--- src/rtl/sram_port_arbiter.sv ---
// sram_port_arbiter
//   Shares the single SRAM_Controller port between three requesters:
//   port 0 = VGA read-back (fixed highest priority), port 1 = colourspace
//   converter, port 2 = decoder/IDCT engine (ports 1/2 round-robin).
//   A granted port may hold the SRAM for up to LOCK_MAX consecutive cycles
//   by keeping lock_i asserted. At most one access is issued per clock. The
//   controller inputs are registered, and each read returns with a one-hot
//   per-port valid strobe.
//
// Ports
//   Clock_50         system clock, rising edge
//   Reset            synchronous, active-high reset
//   req_i[2:0]       per-port request
//   lock_i[2:0]      per-port burst lock (only meaningful with req_i)
//   we_n_i[2:0]      per-port write enable, active low (1 = read)
//   addr_i[2:0]      per-port 18-bit SRAM word address
//   wdata_i[2:0]     per-port 16-bit write data
//   gnt_o[2:0]       one-hot grant, combinational
//   rvalid_o[2:0]    one-hot read-data valid
//   rdata_o          read data (SRAM_read_data passed through)
//   SRAM_address     registered address to SRAM_Controller
//   SRAM_write_data  registered write data to SRAM_Controller
//   SRAM_we_n        registered write enable to SRAM_Controller
//   SRAM_read_data   read data from SRAM_Controller
//   SRAM_ready       controller ready; no grants while low
module sram_port_arbiter #(
    parameter int LOCK_MAX   = 16,
    parameter int RD_LATENCY = 2
) (
    input  logic              Clock_50,
    input  logic              Reset,
    input  logic [2:0]        req_i,
    input  logic [2:0]        lock_i,
    input  logic [2:0]        we_n_i,
    input  logic [2:0][17:0]  addr_i,
    input  logic [2:0][15:0]  wdata_i,
    output logic [2:0]        gnt_o,
    output logic [2:0]        rvalid_o,
    output logic [15:0]       rdata_o,
    output logic [17:0]       SRAM_address,
    output logic [15:0]       SRAM_write_data,
    output logic              SRAM_we_n,
    input  logic [15:0]       SRAM_read_data,
    input  logic              SRAM_ready
);

    localparam logic [7:0] LOCK_CNT_MAX = 8'(LOCK_MAX);

    // Which of ports 1/2 wins when both request.
    typedef enum logic {RR_PORT1 = 1'b0, RR_PORT2 = 1'b1} rr_e;

    rr_e        rr_ptr, rr_ptr_n;
    logic       lock_valid, lock_valid_n;
    logic [1:0] lock_owner, lock_owner_n;
    logic [7:0] lock_cnt, lock_cnt_n;

    logic       owner_hit;
    logic       gnt_any;
    logic [1:0] gnt_port;

    // Read-tag pipeline: {valid, port} travels alongside the address.
    logic       tag_valid [RD_LATENCY];
    logic [1:0] tag_port  [RD_LATENCY];

    assign rdata_o = SRAM_read_data;

    // Arbitration.
    // NOTE: every variable assigned in always_comb gets a default first, so
    // no path leaves it unassigned and no latch is inferred.
    always_comb begin
        gnt_any   = 1'b0;
        gnt_port  = 2'd0;
        owner_hit = lock_valid && req_i[lock_owner] && (lock_cnt < LOCK_CNT_MAX);
        if (!Reset && SRAM_ready) begin
            if (owner_hit) begin
                gnt_any  = 1'b1;
                gnt_port = lock_owner;
            end else if (req_i[0]) begin
                gnt_any  = 1'b1;
                gnt_port = 2'd0;
            end else if (req_i[1] && req_i[2]) begin
                gnt_any  = 1'b1;
                gnt_port = (rr_ptr == RR_PORT1) ? 2'd1 : 2'd2;
            end else if (req_i[1]) begin
                gnt_any  = 1'b1;
                gnt_port = 2'd1;
            end else if (req_i[2]) begin
                gnt_any  = 1'b1;
                gnt_port = 2'd2;
            end
        end
        gnt_o = gnt_any ? (3'b001 << gnt_port) : 3'b000;
    end

    // Lock ownership and round-robin pointer update.
    always_comb begin
        rr_ptr_n     = rr_ptr;
        lock_valid_n = lock_valid;
        lock_owner_n = lock_owner;
        lock_cnt_n   = lock_cnt;

        // Owner released as soon as it drops its request or its lock.
        if (lock_valid && (!req_i[lock_owner] || !lock_i[lock_owner])) begin
            lock_valid_n = 1'b0;
            lock_cnt_n   = 8'd0;
        end

        if (gnt_any) begin
            // A served port 1/2 always leaves the pointer on the other one,
            // which also covers the "point away after lock expiry" case.
            if (gnt_port == 2'd1)
                rr_ptr_n = RR_PORT2;
            else if (gnt_port == 2'd2)
                rr_ptr_n = RR_PORT1;

            if (lock_i[gnt_port]) begin
                if (owner_hit) begin
                    if (lock_cnt + 8'd1 == LOCK_CNT_MAX) begin
                        lock_valid_n = 1'b0;
                        lock_cnt_n   = 8'd0;
                    end else begin
                        lock_cnt_n   = lock_cnt + 8'd1;
                    end
                end else begin
                    lock_valid_n = 1'b1;
                    lock_owner_n = gnt_port;
                    lock_cnt_n   = 8'd1;
                end
            end
        end
    end

    // NOTE: sequential state uses non-blocking assignments only, so every
    // register samples pre-edge values regardless of statement order.
    always_ff @(posedge Clock_50) begin
        if (Reset) begin
            rr_ptr          <= RR_PORT1;
            lock_valid      <= 1'b0;
            lock_owner      <= 2'd0;
            lock_cnt        <= 8'd0;
            SRAM_address    <= 18'd0;
            SRAM_write_data <= 16'd0;
            SRAM_we_n       <= 1'b1;
            rvalid_o        <= 3'b000;
            // NOTE: the tag pipeline is reset (unlike a data array) because
            // a stale valid bit would raise rvalid_o for a dropped read.
            for (int i = 0; i < RD_LATENCY; i++) begin
                tag_valid[i] <= 1'b0;
                tag_port[i]  <= 2'd0;
            end
        end else begin
            rr_ptr     <= rr_ptr_n;
            lock_valid <= lock_valid_n;
            lock_owner <= lock_owner_n;
            lock_cnt   <= lock_cnt_n;

            if (gnt_any) begin
                SRAM_address    <= addr_i[gnt_port];
                SRAM_write_data <= wdata_i[gnt_port];
                SRAM_we_n       <= we_n_i[gnt_port];
            end else begin
                SRAM_we_n       <= 1'b1;
            end

            // Writes and idle cycles push an invalid tag.
            tag_valid[0] <= gnt_any && we_n_i[gnt_port];
            tag_port[0]  <= gnt_port;
            for (int i = 1; i < RD_LATENCY; i++) begin
                tag_valid[i] <= tag_valid[i-1];
                tag_port[i]  <= tag_port[i-1];
            end

            rvalid_o <= tag_valid[RD_LATENCY-1] ? (3'b001 << tag_port[RD_LATENCY-1]) : 3'b000;
        end
    end

endmodule

--- config.mk ---
export PLATFORM = sky130hd
export DESIGN_NAME = sram_port_arbiter
export DESIGN_NICKNAME = d
export VERILOG_FILES = /design/src/rtl/sram_port_arbiter.sv
export SDC_FILE = /design/constraint.sdc
export NUM_CORES = 1
export LEC_CHECK = 0
export ABC_CLOCK_PERIOD_IN_PS = 3200
export BUFFER_PORTS_ARGS = -buffer_cell sky130_fd_sc_hd__buf_2
export CORE_MARGIN = 5
export CORE_UTILIZATION = 25
export DETAILED_ROUTE_END_ITERATION = 8
export SETUP_SLACK_MARGIN = 0.3
export SYNTH_ARGS = -nofsm -noshare
export SYNTH_HDL_FRONTEND = slang
export SYNTH_SLANG_ARGS = --single-unit
export TNS_END_PERCENT = 1
--- constraint.sdc ---
create_clock -name Clock_50 -period 3.2 [get_ports Clock_50]
set_input_delay 0.48 -clock Clock_50 [delete_from_list [all_inputs] [get_ports Clock_50]]
set_output_delay 0.48 -clock Clock_50 [all_outputs]
set_load 0.1 [all_outputs]
After elaboration in Yosys (flattened, before gate mapping) --
Memory sizes are Yosys's and may differ from the RTL's. Cells that the tools add are included.
Word-level totals: register bits after elaboration 50, latch bits 0, RAM bits 6, memory bits (read-only) 0, input port bits 130, output and inout bits 57, word-level logic and storage cells 86, memories 2
Memory list:
- tag_port | depth 2, width 2, rd ports 2, clocked after Yosys merged registers in 0, wr ports 2, RTL line 63 | logic [1:0] tag_port [RD_LATENCY];
- tag_valid | depth 2, width 1, rd ports 2, clocked after Yosys merged registers in 0, wr ports 2, RTL line 62 | logic tag_valid [RD_LATENCY];
Cells by class: add/subtract/negate cells 1, multipliers 0, div/mod/pow operators 0, $lt $le $gt $ge 3, eq/ne operators 3, shift operators 2, muxes and demuxes 45, bitwise logic cells 7, reductions and logical operators 15
Operator list (count):
- 8-bit two-way mux | 5
- 18-bit binary-select mux with 2-bit select | 1
- 16-bit binary-select mux with 2-bit select | 1
- 1-bit two-way mux | 22
- 18-bit two-way mux | 1
- 2-bit two-way mux | 9
- 16-bit two-way mux | 1
- 8-bit by 1-bit adder with 8-bit output (second input constant) | 1
- 1-bit binary-select mux with 2-bit select | 4
- 8-bit by 5-bit equality test with 1-bit output (second input constant) | 1
- 8-bit by 5-bit less-than comparator with 1-bit output (second input constant) | 1
- 1-bit logical AND | 6
- 2-bit by 3-bit less-than comparator with 1-bit output (second input constant) | 2
- 1-bit by 2-bit << shifter with 3-bit output (first input constant) | 2
- 1-bit OR | 4
- 2-bit OR reduction | 2
- 1-bit logical NOT | 3
- 3-bit two-way mux | 1
- 1-bit NOT | 3
- 3-bit AND reduction | 1
- 2-bit by 1-bit equality test with 1-bit output (second input constant) | 1
- 2-bit equality test (second input constant) | 1
- 2-bit AND reduction | 1
- 2-bit nonzero test | 1
- 1-bit logical OR | 1

Depth between registers and ports, before layout --
word-level depth 10, depth in mapped cells 12, depth with buffers taken out 9

Worst setup path before layout --
Ideal clock, no wire load.
path kind input to output, start point in SRAM_ready, end point out gnt_o[1], arrival time 2.636 ns, required time 2.720 ns, setup slack 0.084 ns, stages 10, path buffers 3, cells stage by stage nor2b_1 -> and3_1 -> o21ai_0 -> and2_1 -> buf_2 -> buf_2 -> buf_2 -> inv_1 -> ha_1 -> and2_1
On the way: cells in the longest elaborated chain, start to end 4, elaborated cells between the ends (all ways) 5, classes of those cells 1 x shift; 3 x mux; 1 x reduce/logical
Ends and longest elaborated chain:
- start: declaration | RTL line 44 | input logic SRAM_ready
- 1-bit logical AND | RTL line 74 | if (!Reset && SRAM_ready) begin
- 2-bit two-way mux | RTL line 74
- net gnt_port[0] | RTL line 59 | logic [1:0] gnt_port;
- 1-bit by 2-bit << shifter with 3-bit output | RTL line 92 | gnt_o = gnt_any ? (3'b001 << gnt_port) : 3'b000;
- 3-bit two-way mux | RTL line 92
- end: declaration | RTL line 37 | output logic [2:0] gnt_o,
The timed path passes the listed nets, and every way through them passes these cells.

Final worst setup path --
start point reg lock_cnt[7], end point out gnt_o[0]
On the way: cells in the longest elaborated chain, start to end 6, elaborated cells between the ends (all ways) 8, classes of those cells 1 x order compare; 1 x shift; 5 x mux; 1 x reduce/logical
Ends and longest elaborated chain:
- start: declaration | RTL line 55 | logic [7:0] lock_cnt, lock_cnt_n;
- start signal: assignment | RTL line 155 | lock_cnt <= lock_cnt_n;
- 8-bit by 5-bit less-than comparator with 1-bit output * | RTL line 73 | owner_hit = lock_valid && req_i[lock_owner] && (lock_cnt < LOCK_CNT_MAX);
- 1-bit logical AND * | RTL line 73
- 2-bit two-way mux | RTL line 75 | if (owner_hit) begin
- 2-bit two-way mux | RTL line 74
- 1-bit by 2-bit << shifter with 3-bit output | RTL line 92
- 3-bit two-way mux * | RTL line 92
Every way passes the cells marked *; elsewhere a longest branch is shown, timed or not.

==> impl_metrics.py <==
metrics = {
    "place": {
        "dpl_worst_slack_ns": 0.465,
        "placed_cells": 673,
        "place_hpwl_um": 6890,
        "routabilityCongestion": 0.804,
        "io_buffers": 154,
        "placed_area_sq_mm": 0.00408,
    },
    "flow_run": {
        "max_cap_viol_count": 0,
    },
    "detailed_routing": {
        "ant_nets": 0,
        "viasPerCell": 4.63,
        "vias": 3151,
        "drc": 0,
        "drt_iter0_drc": 92,
        "drt-total-wl_um": 9040,
        "drt_first_pass_iters": 4,
        "post_drt_wl_per_cell_um": 13.3,
    },
    "cells_and_area": {
        "final_cell_area_sq_mm": 0.00429,
        "fin_util_pct": 34.2,
        "instances_no_fill": 681,
        "fin_nets": 643,
        "drive_gt1_share_pct": 36.0,
        "nFillCells": 1297,
        "antennaDiodeCount": 0,
        "synthToLayoutAreaGrowth_pct": 34.4,
    },
    "setup_path": {
        "worst-r2r-cell-count": 7,
        "critical_path.max_fanout": 20,
        "ff2ff_setup_slack_ns": 0.67,
        "path_class": "register to primary output",
        "r2r-end": "lock_cnt[4]",
        "arrival_ns": 2.26,
        "timing.rr.start": "lock_owner[1]",
        "critPathRequiredTime_ns": 2.72,
        "end_kind": "primary output",
        "start_kind": "register",
    },
    "global_routing": {
        "grt_max_degree": 50,
        "grt_pass1_vias": 3092,
        "grt_pass1_wl_um": 14200,
        "grt_usage_pct": 11.7,
        "grt.overflow.total": 0,
        "antenna_found_initial": 0,
    },
    "yosys": {
        "seq_area_frac_synth_pct": 35.1,
        "synth_top_family_by_area": "simple AND/OR/NAND/NOR gates",
        "synth_mux_area_share_pct": 11.9,
        "synth-xor-area-share_pct": 0.274,
        "async_flop_share_pct": 0,
        "ys_ff_latch": 56,
        "synth_simple_gate_area_share_pct": 27.5,
        "synthesis.area_sq_mm": 0.00320,
        "synth-edff-count": 0,
        "synth-adder-area-share_pct": 1.96,
        "synthCells": 379,
        "yosysUniqueCellTypes": 39,
        "syn_area_per_cell_sq_um": 8.43,
        "ys.flop_type": "dfxtp_1",
        "synth_fp_nets": 514,
        "synth_compound_area_share_pct": 15.6,
        "yosysWarningCount": 0,
    },
    "clocking": {
        "clk_pin_slew_ns": 0.07,
        "htree_num_levels": 2,
        "clk_latency_ns": 0.30,
        "cts_hold_buf": 0,
        "cts_tree": "yes",
        "clock-sinks": 56,
        "cts_buffer_depth": 2,
        "tritoncts.num_buffers": 5,
        "ctsRootBufferMaster": "clkbuf_16",
    },
    "sta": {
        "fmax_mhz": 365,
        "clock_skew_ns": 0.00691,
        "worst_slew_pin_slew_ns": 0.563,
        "max-slew-margin-rel_pct": 62.2,
        "holdWs_ns": 0.440,
        "fin_ws_ns": 0.459,
        "period_minus_slack_ns": 2.74,
        "slew_viol_final": 0,
        "finalSetupViolCount": 0,
        "timing.final.crit_share_pct": 85.6,
        "fin_setup_tns_ns": 0,
        "hold_viol_final": 0,
        "rsz0062_at_grt": "false",
    },
    "floorplanning": {
        "die_y_um": 123,
        "rows": 41,
        "initial_core_util_pct": 25.4,
        "dieArea_sq_mm": 0.0151,
        "coreArea_sq_mm": 0.0126,
        "die_x_um": 123,
        "io-pin-count": 187,
    },
    "outcome": {
        "status": "finished, final reports clean",
    },
    "power_and_ir_drop": {
        "ir_worst_vdd_mv": 0.185,
        "power_density_mw_per_mm2": 452,
        "p_total_mw": 1.94,
        "power.leakage_nw": 2.29,
    },
    "hold_path": {
        "min_path_type": "register to register",
        "min_path_cells": 1,
        "min-delay-start": "tag_port[0][1]",
        "holdPathEnd": "tag_port[0][3]",
    },
}
==> placed cells by master, fill, tap and decap left out, types with 3 or more instances in the layout <==
cell type | Yosys | final
ha_1 | 5 | 5
nand3_1 | 12 | 12
nor2_1 | 43 | 42
a21oi_1 | 7 | 7
nor2b_1 | 7 | 6
and3_1 | 3 | 3
o21ai_0 | 10 | 9
buf_4 | 16 | 8
mux2i_1 | 37 | 36
dfxtp_1 | 56 | 55
nand3b_1 | 36 | 36
a211o_1 | 34 | 34
nand2_1 | 46 | 46
clkbuf_16 | 0 | 5
buf_2 | 5 | 151
nor3b_1 | 5 | 5
inv_1 | 6 | 6
==> kinds of logic after synthesis <==
family | Yosys count
AO/OA/AOI/OAI | 64
XOR/XNOR | 1
adder cells (fa/ha/maj) | 5
buffers and inverters | 47
flip-flops | 56
multiplexers | 38
AND/OR/NAND/NOR | 168
==> what timing repair did <==
action                     4_1_cts  5_1_grt
setup buffers                    0        0
gates resized for setup          2        7
setup endpoints to repair        2        3
pin swaps                        0        0
==> synthesized netlist by cell type, types with 2 or more instances <==
master    number  share of area [%]
a211o_1       34                9.3
a21oi_1        7                1.1
a311oi_1       2               0.55
a31oi_1        2               0.39
and2_1         5               0.98
and3_1         3               0.59
buf_2          5               0.78
buf_4         16                3.8
clkbuf_1      20                2.3
dfxtp_1       56                 35
ha_1           5                2.0
inv_1          6               0.70
mux2i_1       37                 12
nand2_1       46                5.4
nand2b_1       2               0.39
nand3_1       12                1.9
nand3b_1      36                8.5
nor2_1        43                5.1
nor2b_1        7                1.4
nor3b_1        5                1.2
o21ai_0       10                1.6
o31ai_1        2               0.47
or4_1          2               0.47
==> sequential cells by signal, summed over array words and instances, names as in the netlist, 2 cells and up <==
name,count
SRAM_address,18
SRAM_write_data,16
lock_cnt,8
tag_port,4
rvalid_o,3
lock_owner,2
tag_valid,2
==> layout make-up <==
class,instances,area (sq um),share of cell area (%)
Timing Repair Buffer,163,878,20.5
Inverter,6,22.5,0.524
Clock buffer,7,153,3.55
Tap cell,172,215,5.01
Multi-Input combinational cell,276,1870,43.6
Sequential cell,56,1120,26.1
Clock inverter,1,30.0,0.699
==> layer usage <==
layer / GRT usage (%) / vias up / part of all wire [%]
li1: - / 1583 / -
met1: 13.9 / 1433 / 41
met2: 19.2 / 120 / 48
met3: 3.80 / 15 / 8.5
met4: 5.33 / 0 / 2.0
met5: 0 / - / 0
==> power by group <==
group / switching, mW / internal [mW] / total (mW)
logic: 0.381 / 0.138 / 0.519
clock network: 0.254 / 0.413 / 0.666
registers: 0.0204 / 0.736 / 0.756
total: 0.655 / 1.29 / 1.94
==> worst max path at each step <==
stage | start | end | slack [ns] | depth (start not counted)
after global placement | req_i[2] | lock_cnt[4] | 0.55 | 8
after detailed placement | req_i[2] | lock_cnt[4] | 0.46 | 8
after CTS | lock_cnt[7] | gnt_o[1] | 0.31 | 8
after global routing | lock_owner[0] | gnt_o[0] | 0.30 | 8
after floorplan | req_i[2] | gnt_o[0] | 0.13 | 7
final | lock_cnt[7] | gnt_o[0] | 0.46 | 8
==> critical path, cell delays in order, from the launching register on <==
cell	delay, ns
dfxtp_1	0.36
nor4_4	0.34
and2_4	0.21
nand4_1	0.11
and2_2	0.23
buf_8	0.18
ha_1	0.21
and2_1	0.16
buf_12	0.17
(Power assumes the default switching activity.)
